File: src/rtl/ureg_pkg.sv
// ureg_pkg -- shared mode encodings for the universal register (rev 1.0)
`default_nettype none

package ureg_pkg;

   localparam int OP_W = 3;

   typedef enum logic [OP_W-1:0] {
      OP_HOLD = 3'd0,
      OP_SHL  = 3'd1,
      OP_SHR  = 3'd2,
      OP_ROL  = 3'd3,
      OP_ROR  = 3'd4,
      OP_INC  = 3'd5,
      OP_DEC  = 3'd6,
      OP_ASR  = 3'd7
   } op_t;

endpackage

`default_nettype wire

File: src/rtl/ureg_if.sv
// ureg_if -- control/data bundle between a datapath master and ureg (rev 1.0)
`default_nettype none

interface ureg_if
   import ureg_pkg::*;
#(
   parameter int WIDTH = 8
);
   logic             clr;
   logic             set;
   logic             ld;
   op_t              op;
   logic [WIDTH-1:0] din;
   logic             cin;
   logic             push;
   logic             pop;
   logic [WIDTH-1:0] dout;
   logic             cout;
   logic             zero;
   logic             full;
   logic             empty;
   logic             err;

   modport master (
      output clr, set, ld, op, din, cin, push, pop,
      input  dout, cout, zero, full, empty, err
   );

   modport slave (
      input  clr, set, ld, op, din, cin, push, pop,
      output dout, cout, zero, full, empty, err
   );
endinterface

`default_nettype wire

File: src/rtl/ureg_lifo.sv
// ureg_lifo -- DEPTH-entry save/restore stack with exchange support (rev 1.0)
`default_nettype none

module ureg_lifo #(
   parameter int WIDTH = 8,
   parameter int DEPTH = 4
) (
   input  logic             clk,
   input  logic             rst,
   input  logic             push,
   input  logic             pop,
   input  logic [WIDTH-1:0] wdata,
   output logic [WIDTH-1:0] rdata,
   output logic             full,
   output logic             empty,
   output logic             err
);
   localparam int CW = $clog2(DEPTH + 1);
   localparam int AW = (DEPTH > 1) ? $clog2(DEPTH) : 1;

   logic [WIDTH-1:0] mem [DEPTH];
   logic [CW-1:0]    count;
   logic [CW-1:0]    count_nxt;
   logic [AW-1:0]    top_idx;
   logic [AW-1:0]    wr_idx;
   logic             at_full;
   logic             at_empty;
   logic             xchg;
   logic             do_push;
   logic             do_pop;

   assign at_full  = (count == CW'(DEPTH));
   assign at_empty = (count == '0);
   assign top_idx  = AW'(count) - AW'(1);
   assign wr_idx   = AW'(count);
   assign rdata    = mem[top_idx];

   // Exchange wins over plain push/pop whenever there is a top entry, even when full.
   assign xchg     = push && pop && !at_empty;
   assign do_push  = push && !xchg && !at_full;
   assign do_pop   = pop && !push && !at_empty;

   always_comb begin
      count_nxt = count;
      if (do_push) begin
         count_nxt = count + CW'(1);
      end else if (do_pop) begin
         count_nxt = count - CW'(1);
      end
   end

   always_ff @(posedge clk) begin
      if (rst) begin
         count <= '0;
         full  <= 1'b0;
         empty <= 1'b1;
         err   <= 1'b0;
      end else begin
         count <= count_nxt;
         full  <= (count_nxt == CW'(DEPTH));
         empty <= (count_nxt == '0);
         err   <= (push && !pop && at_full) || (pop && at_empty);
      end
   end

   // Storage is deliberately left uninitialised by reset; only the count matters.
   always_ff @(posedge clk) begin
      if (!rst) begin
         if (do_push) begin
            mem[wr_idx] <= wdata;
         end else if (xchg) begin
            mem[top_idx] <= wdata;
         end
      end
   end

endmodule

`default_nettype wire

File: src/rtl/ureg.sv
// ureg -- universal register: priority mux, shift/rotate/count datapath, carry-out (rev 1.0)
`default_nettype none

module ureg
   import ureg_pkg::*;
#(
   parameter int               WIDTH   = 8,
   parameter int               DEPTH   = 4,
   parameter logic [WIDTH-1:0] RST_VAL = '0
) (
   input  logic  clk,
   input  logic  rst,
   ureg_if.slave bus
);
   logic [WIDTH-1:0] value;
   logic             carry;
   logic [WIDTH-1:0] op_val;
   logic             op_carry;
   logic [WIDTH-1:0] top;
   logic             pop_ok;

   ureg_lifo #(
      .WIDTH (WIDTH),
      .DEPTH (DEPTH)
   ) u_lifo (
      .clk   (clk),
      .rst   (rst),
      .push  (bus.push),
      .pop   (bus.pop),
      .wdata (value),
      .rdata (top),
      .full  (bus.full),
      .empty (bus.empty),
      .err   (bus.err)
   );

   assign pop_ok = bus.pop && !bus.empty;

   always_comb begin
      op_val   = value;
      op_carry = carry;
      case (bus.op)
         OP_SHL: begin
            op_val   = {value[WIDTH-2:0], bus.cin};
            op_carry = value[WIDTH-1];
         end
         OP_SHR: begin
            op_val   = {bus.cin, value[WIDTH-1:1]};
            op_carry = value[0];
         end
         OP_ROL: begin
            op_val   = {value[WIDTH-2:0], value[WIDTH-1]};
            op_carry = value[WIDTH-1];
         end
         OP_ROR: begin
            op_val   = {value[0], value[WIDTH-1:1]};
            op_carry = value[0];
         end
         // Extra MSB of the widened sum is the carry (INC) or borrow (DEC).
         OP_INC:  {op_carry, op_val} = {1'b0, value} + (WIDTH+1)'(1);
         OP_DEC:  {op_carry, op_val} = {1'b0, value} - (WIDTH+1)'(1);
         OP_ASR: begin
            op_val   = {value[WIDTH-1], value[WIDTH-1:1]};
            op_carry = value[0];
         end
         default: begin
            op_val   = value;
            op_carry = carry;
         end
      endcase
   end

   always_ff @(posedge clk) begin
      if (rst) begin
         value <= RST_VAL;
         carry <= 1'b0;
      end else if (bus.clr) begin
         value <= '0;
         carry <= 1'b0;
      end else if (bus.set) begin
         value <= '1;
         carry <= 1'b0;
      end else if (pop_ok) begin
         value <= top;
      end else if (bus.ld) begin
         value <= bus.din;
      end else begin
         value <= op_val;
         carry <= op_carry;
      end
   end

   assign bus.dout = value;
   assign bus.cout = carry;
   assign bus.zero = (value == '0);

endmodule

`default_nettype wire

File: src/flat_wrapper.sv
// flat-port wrapper written by rule: the top's interface ports become plain ports
module ureg_flat import ureg_pkg::*;
#(
   parameter int               WIDTH   = 8,
   parameter int               DEPTH   = 4,
   parameter logic [WIDTH-1:0] RST_VAL = '0
)
  (clk, rst, bus_clr, bus_set, bus_ld, bus_op, bus_din, bus_cin, bus_push, bus_pop, bus_dout, bus_cout, bus_zero, bus_full, bus_empty, bus_err);
  ureg_if #(.WIDTH(WIDTH)) bus_i ();
  input  logic clk;
  input  logic rst;
  input wire logic [$bits(bus_i.clr)-1:0] bus_clr;
  input wire logic [$bits(bus_i.set)-1:0] bus_set;
  input wire logic [$bits(bus_i.ld)-1:0] bus_ld;
  input wire logic [$bits(bus_i.op)-1:0] bus_op;
  input wire logic [$bits(bus_i.din)-1:0] bus_din;
  input wire logic [$bits(bus_i.cin)-1:0] bus_cin;
  input wire logic [$bits(bus_i.push)-1:0] bus_push;
  input wire logic [$bits(bus_i.pop)-1:0] bus_pop;
  output wire logic [$bits(bus_i.dout)-1:0] bus_dout;
  output wire logic [$bits(bus_i.cout)-1:0] bus_cout;
  output wire logic [$bits(bus_i.zero)-1:0] bus_zero;
  output wire logic [$bits(bus_i.full)-1:0] bus_full;
  output wire logic [$bits(bus_i.empty)-1:0] bus_empty;
  output wire logic [$bits(bus_i.err)-1:0] bus_err;
  assign bus_i.clr = bus_clr;
  assign bus_i.set = bus_set;
  assign bus_i.ld = bus_ld;
  assign bus_i.op = bus_op;
  assign bus_i.din = bus_din;
  assign bus_i.cin = bus_cin;
  assign bus_i.push = bus_push;
  assign bus_i.pop = bus_pop;
  assign bus_dout = bus_i.dout;
  assign bus_cout = bus_i.cout;
  assign bus_zero = bus_i.zero;
  assign bus_full = bus_i.full;
  assign bus_empty = bus_i.empty;
  assign bus_err = bus_i.err;
  ureg #(.WIDTH(WIDTH), .DEPTH(DEPTH), .RST_VAL(RST_VAL)) u_core (.clk(clk), .rst(rst), .bus(bus_i));
endmodule
File: config.mk
export PLATFORM = sky130hd
export DESIGN_NAME = ureg_flat
export DESIGN_NICKNAME = d
export VERILOG_FILES = /design/src/rtl/ureg_pkg.sv /design/src/rtl/ureg_if.sv /design/src/rtl/ureg_lifo.sv /design/src/rtl/ureg.sv /design/src/flat_wrapper.sv
export SDC_FILE = /design/constraint.sdc
export NUM_CORES = 1
export LEC_CHECK = 0
export CORE_MARGIN = 2
export CORE_UTILIZATION = 56
export CTS_BUF_LIST = sky130_fd_sc_hd__clkbuf_4 sky130_fd_sc_hd__clkbuf_8
export CTS_CLUSTER_DIAMETER = 120
export DETAILED_ROUTE_END_ITERATION = 6
export GPL_TIMING_DRIVEN = 0
export PLACE_DENSITY = 0.83
export SYNTH_ARGS = -nofsm -noshare
export SYNTH_HDL_FRONTEND = slang
export SYNTH_SLANG_ARGS = --single-unit
File: constraint.sdc
create_clock -name clk -period 3.7 [get_ports clk]
set_clock_uncertainty 0.05 [all_clocks]
set_input_delay 0.555 -clock clk [delete_from_list [all_inputs] [get_ports clk]]
set_output_delay 0.555 -clock clk [all_outputs]
set_load 0.01 [all_outputs]
* Word-level counts from Yosys, hierarchy flattened
Memory sizes are Yosys's and may differ from the RTL's.
Index checks and enable logic that the tools add are counted.
** Cells by class
- Add/subtract/negate cells :: 5
- Equality and inequality tests :: 10
- Multiplexer cells :: 17
- Bitwise logic cells :: 2
- Reduce and logical (&&, ||, !) cells :: 30
** Operators by type and width (number)
- $pmux W8 S7 :: 1
- $mux W8 :: 4
- $eq A3 B3 Y1 const B :: 6
- $logic_and A1 B1 Y1 :: 10
- $reduce_bool A10 Y1 :: 1
- $add A8 B1 Y9 const B :: 1
- $reduce_bool A9 Y1 :: 1
- $sub A8 B1 Y9 const B :: 1
- $logic_not A8 Y1 :: 1
- $mux W1 :: 8
- $reduce_or A8 Y1 :: 1
- $eq A3 B2 Y1 const B :: 2
- $logic_not A1 Y1 :: 6
- $logic_not A3 Y1 :: 2
- $mux W3 :: 2
- $reduce_or A3 Y1 :: 2
- $ne A4 B3 Y1 const B :: 1
- $pmux W1 S4 :: 1
- $reduce_bool A4 Y1 :: 1
- $reduce_or A2 Y1 :: 2
- $add A3 B1 Y3 const B :: 1
- $eq A3 B1 Y1 const B :: 1
- $reduce_and A3 Y1 :: 1
- $sub A3 B1 Y3 const B :: 1
- 5 further kinds :: 6
** Word-level totals
- Register bits after elaboration :: 15
- RAM bits :: 32
- Bits of input ports :: 19
- Output and inout bits :: 13
- Logic and storage cells :: 72
- Memories :: 1
** Memories
- u_core.u_lifo.mem :: depth 4, width 8, rd ports 1, clocked after memory_dff 0, write ports 1, line ureg_lifo.sv:21 : logic [WIDTH-1:0] mem [DEPTH];

* Depth between registers and ports, before layout
- Depth after elaboration :: 11
- Mapped depth :: 9
- Mapped depth without buffers :: 7

* Modules after synthesis
From an unflattened synthesis, not the netlist that was laid out.
** Unflattened totals
- Cell total of the unflattened synthesis :: 282
- Area, all modules :: 3026.7 µm²
** Modules (own cells, without submodules)
- ureg_lifo :: times used 1, cells an instance 105, area each 1754.2 µm², seq. area each 1081.0 µm²
- ureg :: times used 1, cells an instance 177, area each 1272.5 µm², seq. area each 180.2 µm²

* Worst setup path before layout
Ideal clock, no wire load.
- Kind :: reg2reg
- Start point :: reg u_core.u_lifo.count[0]
- End point :: mem u_core.u_lifo.mem[3][0] (enable)
- Setup time :: 0.375 ns
- Arrival :: 2.479 ns
- Required time :: 3.275 ns
- Slack :: 0.795 ns
- Stages on the path, launching flop included :: 8
- Path buffers :: 3
- Clock period less this slack :: 2.905 ns
- Path through :: dfxtp_1 -> clkbuf_1 -> buf_2 -> inv_1 -> ha_1 -> clkbuf_1 -> or3_1 -> a21oi_1
** On the way
- Word-level cells in the longest chain between the ends :: 11
- Elaborated cells between the ends (all ways) :: 19
- Those cells by class :: add/sub: 1; eq/ne: 1; mux: 9; reduce/logical: 8
** RTL lines
- start: declaration :: line ureg_lifo.sv:22 : logic [CW-1:0] count;
- start signal: assignment :: line ureg_lifo.sv:59 : count <= count_nxt;
- $logic_not A3 Y1 :: line ureg_lifo.sv:33 : assign at_empty = (count == '0);
- $logic_not A1 Y1 :: line ureg_lifo.sv:39 : assign xchg = push && pop && !at_empty;
- $logic_and A1 B1 Y1 :: line ureg_lifo.sv:39
- $logic_not A1 Y1 :: line ureg_lifo.sv:40 : assign do_push = push && !xchg && !at_full;
- $logic_and A1 B1 Y1 (2 in series) :: line ureg_lifo.sv:40
- $mux W1 :: line ureg_lifo.sv:69 : if (do_push) begin
- $mux W1 :: line ureg_lifo.sv:68 : if (!rst) begin
- $mux W1 (not written as such) :: line ureg_lifo.sv:72 : mem[top_idx] <= wdata;
- $reduce_or A8 Y1 (no source line)
- $mux W2 (no source line) or $mux W1 (tied branches)
- end: declaration :: line ureg_lifo.sv:21
Parallel ways exist; a longest one is shown, timed or not.

* Final worst setup path
- Start point :: reg u_core.u_lifo.count[0]
- End point :: mem u_core.u_lifo.mem[0][5] (enable)
Same word-level chain as after synthesis.

==> summary.md <==
| Metric | Value |
|---|---|
| Cts hold-fix bufs | 0 |
| Post-synth EDFFs | 32 |
| CP arrival | 3190 ps |
| First-pass GRT wire length | 10740 um |
| Clock-pin slew on the worst setup and hold paths | 90 ps |
| Synth unique cells | 56 |
| Cell-by-cell trace of the critical path | clkbuf_1 -> buf_2 -> inv_1 -> ha_1 -> clkbuf_1 -> a31oi_1 -> nor2_1 |
| Area leader, netlist | edfxtp_1 |
| Maximum clock rate | 303.1 MHz |
| Nets@finish | 339 |
| Final period utilization | 0.8917 |
| Pint | 1.024 mW |
| Core area | 5010 um2 |
| Main combinational cell family by area after synthesis | compound AO/OA/AOI/OAI gates |
| Crit path depth | 7 |
| DR vias/cell | 6.688 |
| RSZ-0062 raised after global routing | false |
| Net Sw Frac | 0.3512 |
| Die width | 75.47 um |
| CP max FO | 10 |
| Count leader, synth | edfxtp_1 |
| CTS H-tree depth | 2 |
| Post-synth top area share | 0.3360 |
| DIE AREA | 5695 um2 |
| XOR/XNOR share of the synthesized area | 0.01225 |
| Compound-Gate Fraction of Synth Area | 0.2165 |
| Async SR Flop Fraction | 0 |
| P_sw | 0.5541 mW |
| Inserted Diodes | 0 |
| Slew headroom | 0.4998 |
| Post-synth top cells | 32 x edfxtp_1, 19 x a21oi_1, 19 x clkbuf_1 |
| Root Buffer Master | clkbuf_8 |
| Clock power frac | 0.202 |
| Simple-gate share of the synthesized area | 0.1514 |
| Req. time, crit path | 3590 ps |
| Port-buffer cells | 26 |
| CTS resizes | 0 |
| FF-to-FF path depth | 7 |
| Syn Area/Cell | 10.18 um2 |
| FF-to-FF Start | u_core.u_lifo.count[0] |
| Initial antenna violation count | 0 |
| Worst ir drop on vdd | 0.3033 mV |
| DR iter-0 viols | 386 |
| Worst-Margin Slew | 747.5 ps |
| Adder-cell share of the synthesized area | 0.02625 |
| Register share of total power | 0.430 |
| Avg WL per Cell | 18.71 um |
| End point of the critical path | u_core.u_lifo.mem[0][5] |
| Register bit count reported by yosys | 47 |
| Setup ws final | 400.6 ps |
| Setup tns final | 0 ps |
| Share of cells above drive strength 1 | 0.09206 |
| Ports | 32 |
| Worst r2r dst | u_core.u_lifo.mem[0][5] |
| Grt ovf | 0 |
| Post-CTS Setup Bufs | 0 |
| Worst-skew pair later-pin latency | 310 ps |
| Pleak | 1.126 nW |
| Finish-stage setup viols | 0 |
| WHS | 509.7 ps |
| Cell Area, Synth | 2860 um2 |
| Cts bufs inserted | 5 |
| RePlAce Congestion | 0.9312 |
| Setup Slack @ Placement | 113.6 ps |
| Syn_nets | 306 |
| Largest net degree at the start of global routing | 17 |
| Worst setup path start | u_core.u_lifo.count[0] |
| CP delay by family, top | buffers and inverters |
| Area Overhead vs Synth | 15.62% |
| Max cap viols | 0 |
| Reg2reg setup slack | 400 ps |
| Post-synthesis mux area share | 0.09799 |
| Final wirelength | 7204 um |
| WP buf/inv | 4 |
| Drt pass-1 iters | 6 |
| Clock sinks | 47 |
| Prevailing post-synth register cell | edfxtp_1 |
| Starting Density | 0.5709 |
| Synth area leaders | edfxtp_1 34%, dfxtp_1 10%, mux4_2 6.3% |
| Crit path capture type | flip-flop |
| Max incr delay on CP | 590 ps |
| Final hold vios | 0 |
| ANT nets after route | 0 |
| Synth warnings | 0 |
| HP Class | flip-flop to flip-flop |
| Post-DP HPWL | 5036 um |
| Die Height | 75.47 um |
| Status | complete, no violations |
| Startpoint types | flip-flop |
| Total GRT Usage | 0.2531 |
| Crit Path Class | flip-flop to flip-flop |
| Drt drc | 0 |
| Total power | 1.578 mW |
| CP max-delay cell | nor2_1 |
| Max-slew violation count | 0 |
| Cell mode on critical path | clkbuf_1 |
| CTS max path bufs | 2 |
| Row cnt | 26 |
| Vias in the first global route | 2194 |
| Gate Count Post-Synth | 281 |
| Comb pwr share | 0.368 |
| Fin crit period | 3299 ps |
| Total number of vias | 2575 |
| Seq/Total Area, Yosys | 0.4409 |
| TritonCTS clock tree | done |
| Power Density | 477.1 nW/um2 |
-- final cells by class --
| class | instances | area, um2 |
|---|---|---|
| Timing Repair Buffer | 26 | 260.3 |
| Buffer | 25 | 107.6 |
| Tap cell | 70 | 87.58 |
| Inverter | 13 | 48.80 |
| Sequential cell | 47 | 1261 |
| Clock buffer | 5 | 68.82 |
| Clock inverter | 3 | 22.52 |
| Fill cell | 414 | 1703 |
| Multi-Input combinational cell | 196 | 1450 |
-- layout by cell type, fill, tap and decap left out, types with 3 or more instances in the layout --
| cell | n |
|---|---|
| edfxtp_1 | 32 |
| clkdlybuf4s50_1 | 26 |
| clkbuf_1 | 19 |
| nor2_1 | 17 |
| a21oi_1 | 17 |
| o21ai_0 | 16 |
| dfxtp_1 | 15 |
| inv_1 | 12 |
| nand3_1 | 11 |
| mux2i_1 | 10 |
| nand2_1 | 10 |
| o211ai_1 | 9 |
| mux4_2 | 8 |
| o221ai_1 | 7 |
| a31oi_1 | 6 |
| ha_1 | 6 |
| buf_2 | 5 |
| nor2b_1 | 5 |
| nand3b_1 | 5 |
| clkbuf_8 | 5 |
| nand2b_1 | 4 |
| or3_1 | 4 |
| or4_1 | 4 |
| a221oi_1 | 4 |
| nor3_1 | 4 |
| a21boi_0 | 3 |
| a21oi_2 | 3 |
| and3_1 | 3 |
| o22ai_1 | 3 |
-- registers in the layout, indices dropped and copies added, names as in the netlist --
| signal | cells |
|---|---|
| u_core.u_lifo.count | 3 |
| u_core.u_lifo.full | 1 |
| u_core.u_lifo.err | 1 |
| u_core.u_lifo.mem | 32 |
| u_core.bus.cout | 1 |
| u_core.bus.dout | 8 |
| u_core.u_lifo.empty | 1 |
-- per-stage QoR --
| step | util | instance area, um2 | cells |
|---|---|---|---|
| global route | 0.6601 | 3307 | 385 |
| detailed placement | 0.6404 | 3208 | 377 |
| finish | 0.6601 | 3307 | 385 |
| floorplan | - | 2860 | 281 |
| CTS | 0.6586 | 3299 | 385 |
| global placement | 0.6404 | 3208 | 377 |
-- layer usage --
metal,vias up,track usage,part of all wire
met5,-,0,0
met4,0,0.06433,0.015
met3,17,0.04497,0.086
met2,161,0.3971,0.46
met1,1240,0.3672,0.44
li1,1157,-,-
-- power groups by stage --
stage	Sequential [mW]	Clock, mW	Combinational (mW)
after floorplan	0.683	0	0.399
after CTS	0.678	0.319	0.570
final	0.678	0.318	0.581
after global placement	0.686	0	0.558
after detailed placement	0.690	0	0.567
after global routing	0.685	0.341	0.628
-- cell families after synthesis --
family,after synthesis
multiplexers,18
AO/OA/AOI/OAI,90
flip-flops,47
adder cells (fa/ha/maj),6
XOR/XNOR,4
buffers and inverters,38
AND/OR/NAND/NOR,78
-- worst min-delay path by stage --
| stage | slack [ps] | cells after the start | start | endpoint |
|---|---|---|---|---|
| 2_1_floorplan | 490 | 2 | u_core.u_lifo.count[1] | u_core.u_lifo.count[1] |
| 3_3_place_gp | 500 | 0 | u_core.bus.dout[1] | u_core.u_lifo.mem[2][1] |
| 3_5_place_dp | 500 | 0 | u_core.bus.dout[5] | u_core.u_lifo.mem[2][5] |
| 4_1_cts | 510 | 0 | u_core.bus.dout[5] | u_core.u_lifo.mem[0][5] |
| 5_1_grt | 520 | 0 | u_core.bus.dout[1] | u_core.u_lifo.mem[1][1] |
| 6_report | 510 | 0 | u_core.bus.dout[1] | u_core.u_lifo.mem[1][1] |
-- worst reg2reg max path, cell delays in order, from the launching register on --
cell and delay (ps):
dfxtp_1 340, clkbuf_1 370, buf_2 330, inv_1 180, ha_1 470, clkbuf_1 450
a31oi_1 160, nor2_1 590
Power figures use the tool's default switching activity.
